===== src/rtl/multicycle_control_fsm.sv =====
// Multicycle FETCH/DECODE/EXEC/MEM/WB control sequencer with memory-timeout and illegal-opcode trap.
// Optional build macro CTRL_PERF_CNT_EN adds cycle and retired-instruction counters.
module multicycle_control_fsm #(
    parameter int MEM_TIMEOUT = 16,
    parameter int TO_W        = 5
) (
    input  logic       clk,
    input  logic       rst_n,
    input  logic [2:0] opcode,
    input  logic       zero,
    input  logic       mem_ack,
    output logic       mem_req,
    output logic       mem_we,
    output logic       mem_sel_data,
    output logic       ir_we,
    output logic       pc_we,
    output logic       pc_src,
    output logic [1:0] alu_op,
    output logic       alu_src_imm,
    output logic       reg_we,
    output logic       wb_sel,
    output logic       instr_retired,
    output logic       err,
    output logic [2:0] state_dbg
`ifdef CTRL_PERF_CNT_EN
    ,
    output logic [31:0] cyc_cnt,
    output logic [31:0] ret_cnt
`endif
);

    typedef enum logic [2:0] {
        S_IDLE   = 3'd0,
        S_FETCH  = 3'd1,
        S_DECODE = 3'd2,
        S_EXEC   = 3'd3,
        S_MEM    = 3'd4,
        S_WB     = 3'd5,
        S_ERROR  = 3'd7
    } state_e;

    localparam logic [2:0] OP_LD  = 3'b000;
    localparam logic [2:0] OP_ST  = 3'b001;
    localparam logic [2:0] OP_SUB = 3'b011;
    localparam logic [2:0] OP_AND = 3'b100;
    localparam logic [2:0] OP_OR  = 3'b101;
    localparam logic [2:0] OP_BEQ = 3'b110;
    localparam logic [2:0] OP_ILL = 3'b111;

    state_e          state_q, state_d;
    logic [2:0]      op_q, op_d;
    logic [TO_W-1:0] to_cnt_q, to_cnt_d;
    logic            to_hit;
    logic [1:0]      op_alu;
    logic            op_imm;

    assign to_hit    = (to_cnt_q == TO_W'(MEM_TIMEOUT - 1));
    assign state_dbg = state_q;

    // ALU controls implied by the latched opcode; beq compares by subtraction.
    always_comb begin
        op_imm = (op_q == OP_LD) || (op_q == OP_ST);
        unique case (op_q)
            OP_SUB, OP_BEQ: op_alu = 2'b01;
            OP_AND:         op_alu = 2'b10;
            OP_OR:          op_alu = 2'b11;
            default:        op_alu = 2'b00;
        endcase
    end

    always_comb begin
        // NOTE: every combinational output gets a default first so no path infers a latch.
        state_d       = state_q;
        op_d          = op_q;
        mem_req       = 1'b0;
        mem_we        = 1'b0;
        mem_sel_data  = 1'b0;
        ir_we         = 1'b0;
        pc_we         = 1'b0;
        pc_src        = 1'b0;
        alu_op        = 2'b00;
        alu_src_imm   = 1'b0;
        reg_we        = 1'b0;
        wb_sel        = 1'b0;
        instr_retired = 1'b0;
        err           = 1'b0;

        unique case (state_q)
            S_IDLE: state_d = S_FETCH;
            S_FETCH: begin
                mem_req = 1'b1;
                if (mem_ack) begin
                    ir_we   = 1'b1;
                    pc_we   = 1'b1;
                    state_d = S_DECODE;
                end else if (to_hit) begin
                    state_d = S_ERROR;
                end
            end
            S_DECODE: begin
                op_d    = opcode;
                state_d = (opcode == OP_ILL) ? S_ERROR : S_EXEC;
            end
            S_EXEC: begin
                alu_op      = op_alu;
                alu_src_imm = op_imm;
                if (op_imm) begin
                    state_d = S_MEM;
                end else if (op_q == OP_BEQ) begin
                    pc_we         = zero;
                    pc_src        = zero;
                    instr_retired = 1'b1;
                    state_d       = S_FETCH;
                end else begin
                    state_d = S_WB;
                end
            end
            S_MEM: begin
                mem_req      = 1'b1;
                mem_sel_data = 1'b1;
                mem_we       = (op_q == OP_ST);
                alu_op       = op_alu;
                alu_src_imm  = op_imm;
                if (mem_ack) begin
                    instr_retired = (op_q == OP_ST);
                    state_d       = (op_q == OP_ST) ? S_FETCH : S_WB;
                end else if (to_hit) begin
                    state_d = S_ERROR;
                end
            end
            S_WB: begin
                reg_we        = 1'b1;
                wb_sel        = (op_q == OP_LD);
                alu_op        = op_alu;
                alu_src_imm   = op_imm;
                instr_retired = 1'b1;
                state_d       = S_FETCH;
            end
            default: begin
                err     = 1'b1;
                state_d = S_ERROR;
            end
        endcase

        // Counter runs only while a request stays outstanding in the same state; any exit or ack clears it.
        to_cnt_d = (mem_req && !mem_ack && state_d == state_q) ? to_cnt_q + TO_W'(1) : '0;
    end

    always_ff @(posedge clk or negedge rst_n) begin
        if (!rst_n) begin
            state_q  <= S_IDLE;
            op_q     <= 3'b000;
            to_cnt_q <= '0;
`ifdef CTRL_PERF_CNT_EN
            cyc_cnt  <= '0;
            ret_cnt  <= '0;
`endif
        end else begin
            // NOTE: non-blocking assignments so every register samples pre-edge values.
            state_q  <= state_d;
            op_q     <= op_d;
            to_cnt_q <= to_cnt_d;
`ifdef CTRL_PERF_CNT_EN
            if (state_q != S_IDLE && state_q != S_ERROR) cyc_cnt <= cyc_cnt + 32'd1;
            if (instr_retired)                           ret_cnt <= ret_cnt + 32'd1;
`endif
        end
    end

endmodule


===== config.mk =====
export PLATFORM = sky130hd
export DESIGN_NAME = multicycle_control_fsm
export DESIGN_NICKNAME = d
export VERILOG_FILES = /design/src/rtl/multicycle_control_fsm.sv
export SDC_FILE = /design/constraint.sdc
export NUM_CORES = 1
export LEC_CHECK = 0
export CAP_MARGIN = 20
export CELL_PAD_IN_SITES_DETAIL_PLACEMENT = 1
export CELL_PAD_IN_SITES_GLOBAL_PLACEMENT = 1
export CORE_MARGIN = 1
export CORE_UTILIZATION = 30
export CTS_BUF_LIST = sky130_fd_sc_hd__clkbuf_8
export DETAILED_ROUTE_END_ITERATION = 7
export PLACE_DENSITY = 0.83
export SLEW_MARGIN = 40
export SYNTH_ARGS = -nofsm -noshare
export SYNTH_HDL_FRONTEND = slang
export SYNTH_SLANG_ARGS = --single-unit
export TNS_END_PERCENT = 50

===== constraint.sdc =====
create_clock -name clk -period 1.47 [get_ports clk]
set_input_delay 0.147 -clock clk [delete_from_list [all_inputs] [get_ports clk]]
set_output_delay 0.147 -clock clk [all_outputs]
set_load 0.03 [all_outputs]

==> flow_metrics.tcl <==
set metrics [dict create \
    yosys.area_share.simple_pct 26.1 \
    cts_buffers 3 \
    ys.flop_type "dfrtp_1" \
    dieWidth_um 49.1 \
    synth_top_area_share_pct 41.4 \
    cts.sinks 11 \
    dr_total_vias 759 \
    synth_seq_area_share_pct 41.4 \
    dp_hpwl_um 1470 \
    first_global_vias 797 \
    htreeDepth 1 \
    reg2reg_depth 6 \
    cp_max_fo 4 \
    clkSlewWorstSetupHoldPaths_ns 0.05 \
    report.final.slew_viol_count 0 \
    postSynthAreaPerCell_sq_um 9.51 \
    detail_route.first_pass.iterations 6 \
    die_h_um 49.1 \
    ys_ff_latch 11 \
    grt_pass1_wl_um 4020 \
    synth_fa_ha_area_share_pct 3.76 \
    critPathArrivalTime_ns 1.40 \
    max_slew.worst_pin.slew_ns 0.520 \
    leakage_nw 0.582 \
    place_area_sq_mm 0.00100 \
    clockRootBuffer "clkbuf_8" \
    stdcell_count 145 \
    skew_ns 0.00164 \
    drtIter0Drc 13 \
    syn_area_sq_um 666 \
    setup.worst_path.class "reg -> out" \
    crit_path_top_delay_cell "dfrtp_1" \
    maxCapViolCount 0 \
    violations "setup timing" \
    crit_chain "and3b_1 -> and4_4 -> or2_4 -> buf_6" \
    num-nets-final 128 \
    startpoint "op_q[1]" \
    grt_util_met3_pct 3.74 \
    cts_hold_buf 0 \
    synth-compound-area-share_pct 15.8 \
    placedCellCount 128 \
    synth_mux_area_share_pct 5.08 \
    synth_edf_count 0 \
    final_core_util_pct 62.1 \
    antenna_left 0 \
    p_total_mw 2.77 \
    rows 16 \
    yosysUniqueCellTypes 34 \
    die_area_sq_mm 0.00241 \
    synth_area_leaders "dfrtp_1 (41%), nor2_1 (5.6%), mux2_1 (5.1%)" \
    slew_headroom_pct 65.2 \
    rsz0062_at_grt "true" \
    multi_input_area_sq_um 498 \
    area_delta_synth_final_pct 88.5 \
    synth_warnings 0 \
    worstPathRequired_ns 1.32 \
    clk-insertion-delay-late_ns 0.24 \
    async_flop_share_pct 100 \
    synth-xor-area-share_pct 3.95 \
    whs_ns 0.257 \
    met2_usage_pct 45.0 \
    fin_area_sq_mm 0.00125 \
    cp-start-kind "flip-flop" \
    synth_most_common_cell "dfrtp_1" \
    antenna_found_initial 0 \
    routabilityCongestion 0.777 \
    fmax_mhz 645 \
    top_usage_layer "met2" \
    ir_drop_mv 1.14 \
    hold_violations 0 \
    ff_latch_area_sq_um 279 \
    synth_top_family_by_area "simple AND/OR/NAND/NOR gates" \
    fin_setup_tns_ns -0.415 \
    start_util_pct 32.9 \
    drc_errors 0 \
    wirelength_um 2590 \
    cellPowerDensity_mw_per_mm2 2210 \
    num_antenna_cells 0 \
    setup_viol 12 \
    n_fill_cell 219 \
    ys_top_cells_by_count "dfrtp_1 (11), nor2_1 (10), a21oi_1 (4), nand2b_1 (4)" \
    io_buffer_count 22 \
    timing.reg2reg.setup_slack_ns -0.04 \
    synth_top_area_cell "dfrtp_1" \
    grt_use_met1_pct 23.6 \
    clock_path_buffers 2 \
    finalCriticalPeriod_ns 1.55 \
    pre_cts_slack_ns -0.0611 \
    design.core.area_sq_mm 0.00202 \
    wl_per_cell_um 17.9 \
    grt.total_usage_pct 23.1 \
    final_layout_size_suffix_gt1_share_pct 55.9 \
    hold_path_class "in -> async" \
    r2r_start "to_cnt_q[1]" \
    timing.rr.end "state_dbg[2]" \
    cts_tree "done" \
    synthCells 70 \
    status "finished, violations left" \
    post-route-period-util_pct 106 \
    syn_nets 79 \
    grt_max_degree 12 \
    io_pins 23 \
    postLayoutSetupSlackWorst_ns -0.0810 \
    max_stage_delay_ns 0.43 \
    vias_per_cell 5.23 \
    crit_path_end_kind "output pin" \
    grt-ovfl-total 0 \
]
[kinds of logic (layout without fill, tap and decap cells)]
logic type | Yosys count | count (layout)
XOR/XNOR | 3 | 3
adder cells (fa/ha/maj) | 2 | 2
multiplexers | 3 | 3
AND/OR/NAND/NOR | 31 | 31
flip-flops | 11 | 11
buffers and inverters | 5 | 53
AO/OA/AOI/OAI | 15 | 15
[placed cells by master (no fill, tap or decap), types with 2 or more instances in the layout]
cell type | Yosys | layout
nand3_1 | 2 | 2
nor2_1 | 10 | 5
clkbuf_8 | 0 | 3
o21ai_1 | 2 | 2
nor2_2 | 0 | 5
buf_6 | 1 | 7
and3_1 | 3 | 2
dlygate4sd2_1 | 0 | 3
nand2b_4 | 0 | 2
dfrtp_2 | 0 | 3
clkdlybuf4s50_1 | 0 | 6
nor3_2 | 0 | 2
buf_4 | 0 | 29
a21oi_2 | 0 | 2
inv_1 | 2 | 3
nand2b_1 | 4 | 2
mux2_1 | 3 | 3
dfrtp_1 | 11 | 8
[registers in the layout, indices dropped and copies added, names as in the netlist]
register	count
op_q	3
to_cnt_q	5
state_dbg	3
[routing by layer]
layer | share of wire (%) | wire, um
met5 | 0 | 0
met1 | 40 | 1030
met3 | 2.8 | 72
met4 | 1.9 | 49
met2 | 55 | 1440
[repair_timing]
item,in CTS,in global routing
endpoints found under the setup margin,21,19
setup buffers,10,3
pin swaps,11,5
gates resized for setup,20,11
[worst max-delay path: cells and delay by family (launching register included)]
family,cells,cell delay (ns)
AND/OR/NAND/NOR,3,0.60
buffers and inverters,1,0.14
flip-flops,1,0.43
[power by group]
part | leakage, nW | switching, mW | internal [mW] | total [mW]
logic | 0.419 | 1.03 | 0.901 | 1.93
registers | 0.136 | 0.140 | 0.403 | 0.543
clock network | 0.0269 | 0.112 | 0.183 | 0.296
total | 0.582 | 1.28 | 1.49 | 2.77
[final cells by class]
| class | count | share of cell area, % |
|---|---|---|
| well taps | 27 | 2.69 |
| flip-flops and latches | 11 | 22.2 |
| inverters | 3 | 0.897 |
| clock buffers | 3 | 3.29 |
| multi-input cells | 54 | 39.7 |
| repair buffers | 46 | 30.9 |
| clock inverters | 1 | 0.299 |
[worst max-delay path by stage]
stage,endpoint,depth (start not counted)
floorplan,state_dbg[2],3
global placement,to_cnt_q[2],5
detailed placement,state_dbg[2],6
CTS,mem_req,4
global route,pc_we,4
finish,pc_we,4
(Power assumes the default switching activity.)
==> RTL change, RTL diff (same flow settings) <==
Put a register stage on the output `err`, with the module's reset. The value now appears one clock later. The other outputs are not delayed to match.
--- a/src/rtl/multicycle_control_fsm.sv
+++ b/src/rtl/multicycle_control_fsm.sv
@@ -48,4 +48,6 @@
     localparam logic [2:0] OP_ILL = 3'b111;
 
+    logic err_d;
+
     state_e          state_q, state_d;
     logic [2:0]      op_q, op_d;
@@ -84,5 +86,5 @@
         wb_sel        = 1'b0;
         instr_retired = 1'b0;
-        err           = 1'b0;
+        err_d         = 1'b0;
 
         unique case (state_q)
@@ -138,5 +140,5 @@
             end
             default: begin
-                err     = 1'b1;
+                err_d   = 1'b1;
                 state_d = S_ERROR;
             end
@@ -168,4 +170,12 @@
     end
 
+    always_ff @(posedge clk or negedge rst_n) begin
+        if (!rst_n) begin
+            err <= '0;
+        end else begin
+            err <= err_d;
+        end
+    end
+
 endmodule
 
Behaviour: not the same (Yosys sat finds a counterexample within 4 cycles, from zero or initial values and one cycle with rst_n low).
==> RTL change against the unedited design <==
The flow still finishes with violations (negative setup slack); sequential cell count increased by 1; routed wire length up 26%; cell area increased by 17%; sequential share of layout area shrank 1.5 points; clock power increased by 5%; total power rose by 18%; non-clock buffer count up 9; synthesized area increased by 6.0%; worst setup slack worse by 58 ps.
==> RTL change: results (changes against the unedited design) <==
[detailed_routing]
routed_wl_mm=3.26  ; was 2.59 mm
firstDrtPassIters=4  ; was 6
drt-vias-per-instance=5.22  ; was 5.23
drt_iter0_drc=4  ; was 13
vias=819  ; was 759

[grt]
grt_max_degree=13  ; was 12
first_global_vias=905  ; was 797
grtUsageTotal_pct=26.2  ; was 23.1%
grt_pass1_wl_mm=4.61  ; was 4.02 mm

[outcome]
violations=negative setup slack  ; unchanged
outcome=finished with violations  ; unchanged

[placed_design]
dp.cells=134  ; was 128
gp_congestion=0.763  ; was 0.777
dp_worst_setup_slack_ps=-120  ; was -61.1 ps
placed_area_um2=1110  ; was 1000 um^2

[sta]
worst_clock_skew_ps=5.78  ; was 1.64 ps
fin_setup_tns_ps=-993  ; was -415 ps
slew_headroom_pct=61.7  ; was 65.2%
setup_viol=15  ; was 12
holdWs_ps=269  ; was 257 ps
fin_ws_ps=-139  ; was -81.0 ps

[setup_path]
r2r_cells=7  ; was 6
worstSetupStartpoint=to_cnt_q[0]  ; was op_q[1]
slowest_delay_ps=380  ; was 430 ps
reg2reg_to=state_dbg[1]  ; was state_dbg[2]
critPathTopFamily=flip-flops  ; was simple AND/OR/NAND/NOR gates
crit_path_max_fanout=3  ; was 4

[power_and_ir_drop]
total_power_uw=3280  ; was 2770 uW
ir_drop_mv=1.56  ; was 1.14 mV
swShare_pct=47.1  ; was 46.3%
p_leak_uw=0.000642  ; was 0.000582 uW
pwr-share-comb_pct=73.4  ; was 69.7%

[finish]
seq-cell-share_pct=20.7  ; was 22.2%
final_area_um2=1470  ; was 1250 um^2
fillCellCount=226  ; was 219
clk_share_pct=3.06  ; was 3.59%
num-nonclk-buffers=55  ; was 46
multi_input_area_um2=576  ; was 498 um^2
inverters=4  ; was 3

[clock_network]
clock_sinks=12  ; was 11
ctsResizeCount=33  ; was 20
cts_setup_buffers=15  ; was 10

[yosys]
yosysUniqueCellTypes=35  ; was 34
synth_area_leaders=dfrtp_1, nor2_1, mux2_2  ; was dfrtp_1, nor2_1, mux2_1
yosys-top-cells-count=dfrtp_1, nor2_1, a21oi_1, inv_1  ; was dfrtp_1, nor2_1, a21oi_1, nand2b_1
synth_nets=81  ; was 79
synthCells=72  ; was 70
synth-warning-count=0  ; unchanged

[die]
die_area_um2=2550  ; was 2410 um^2

RTL change: changes by cell type after synthesis, moves of 2 or more:
| cell | change |
|---|---|
| a21boi_1 | -2 |
| and3_1 | -2 |
| inv_1 | +2 |
| mux2_1 | -3 |
| mux2_2 | +3 |
| o21ai_1 | -2 |
RTL change: cell families (layout without fill, tap and decap cells):
logic type / count (synthesis) / after routing / synth area share [%]
AND/OR/NAND/NOR: 31 / 31 / 26.2
AO/OA/AOI/OAI: 14 / 14 / 14.4
flip-flops: 12 / 12 / 42.6
buffers and inverters: 6 / 63 / 3.37
multiplexers: 4 / 4 / 6.21
XOR/XNOR: 3 / 3 / 3.72
adder cells (fa/ha/maj): 2 / 2 / 3.55
RTL change: layer usage:
layer | routed length [um] | part of all wire [%] | up-vias | track usage [%]
met1 | 1350 | 41 | 404 | 28.9
met4 | 155 | 4.8 | 0 | 15.3
met2 | 1680 | 52 | 26 | 49.6
li1 | - | - | 377 | -
met5 | 0 | 0 | - | 0
met3 | 74 | 2.3 | 12 | 0.303
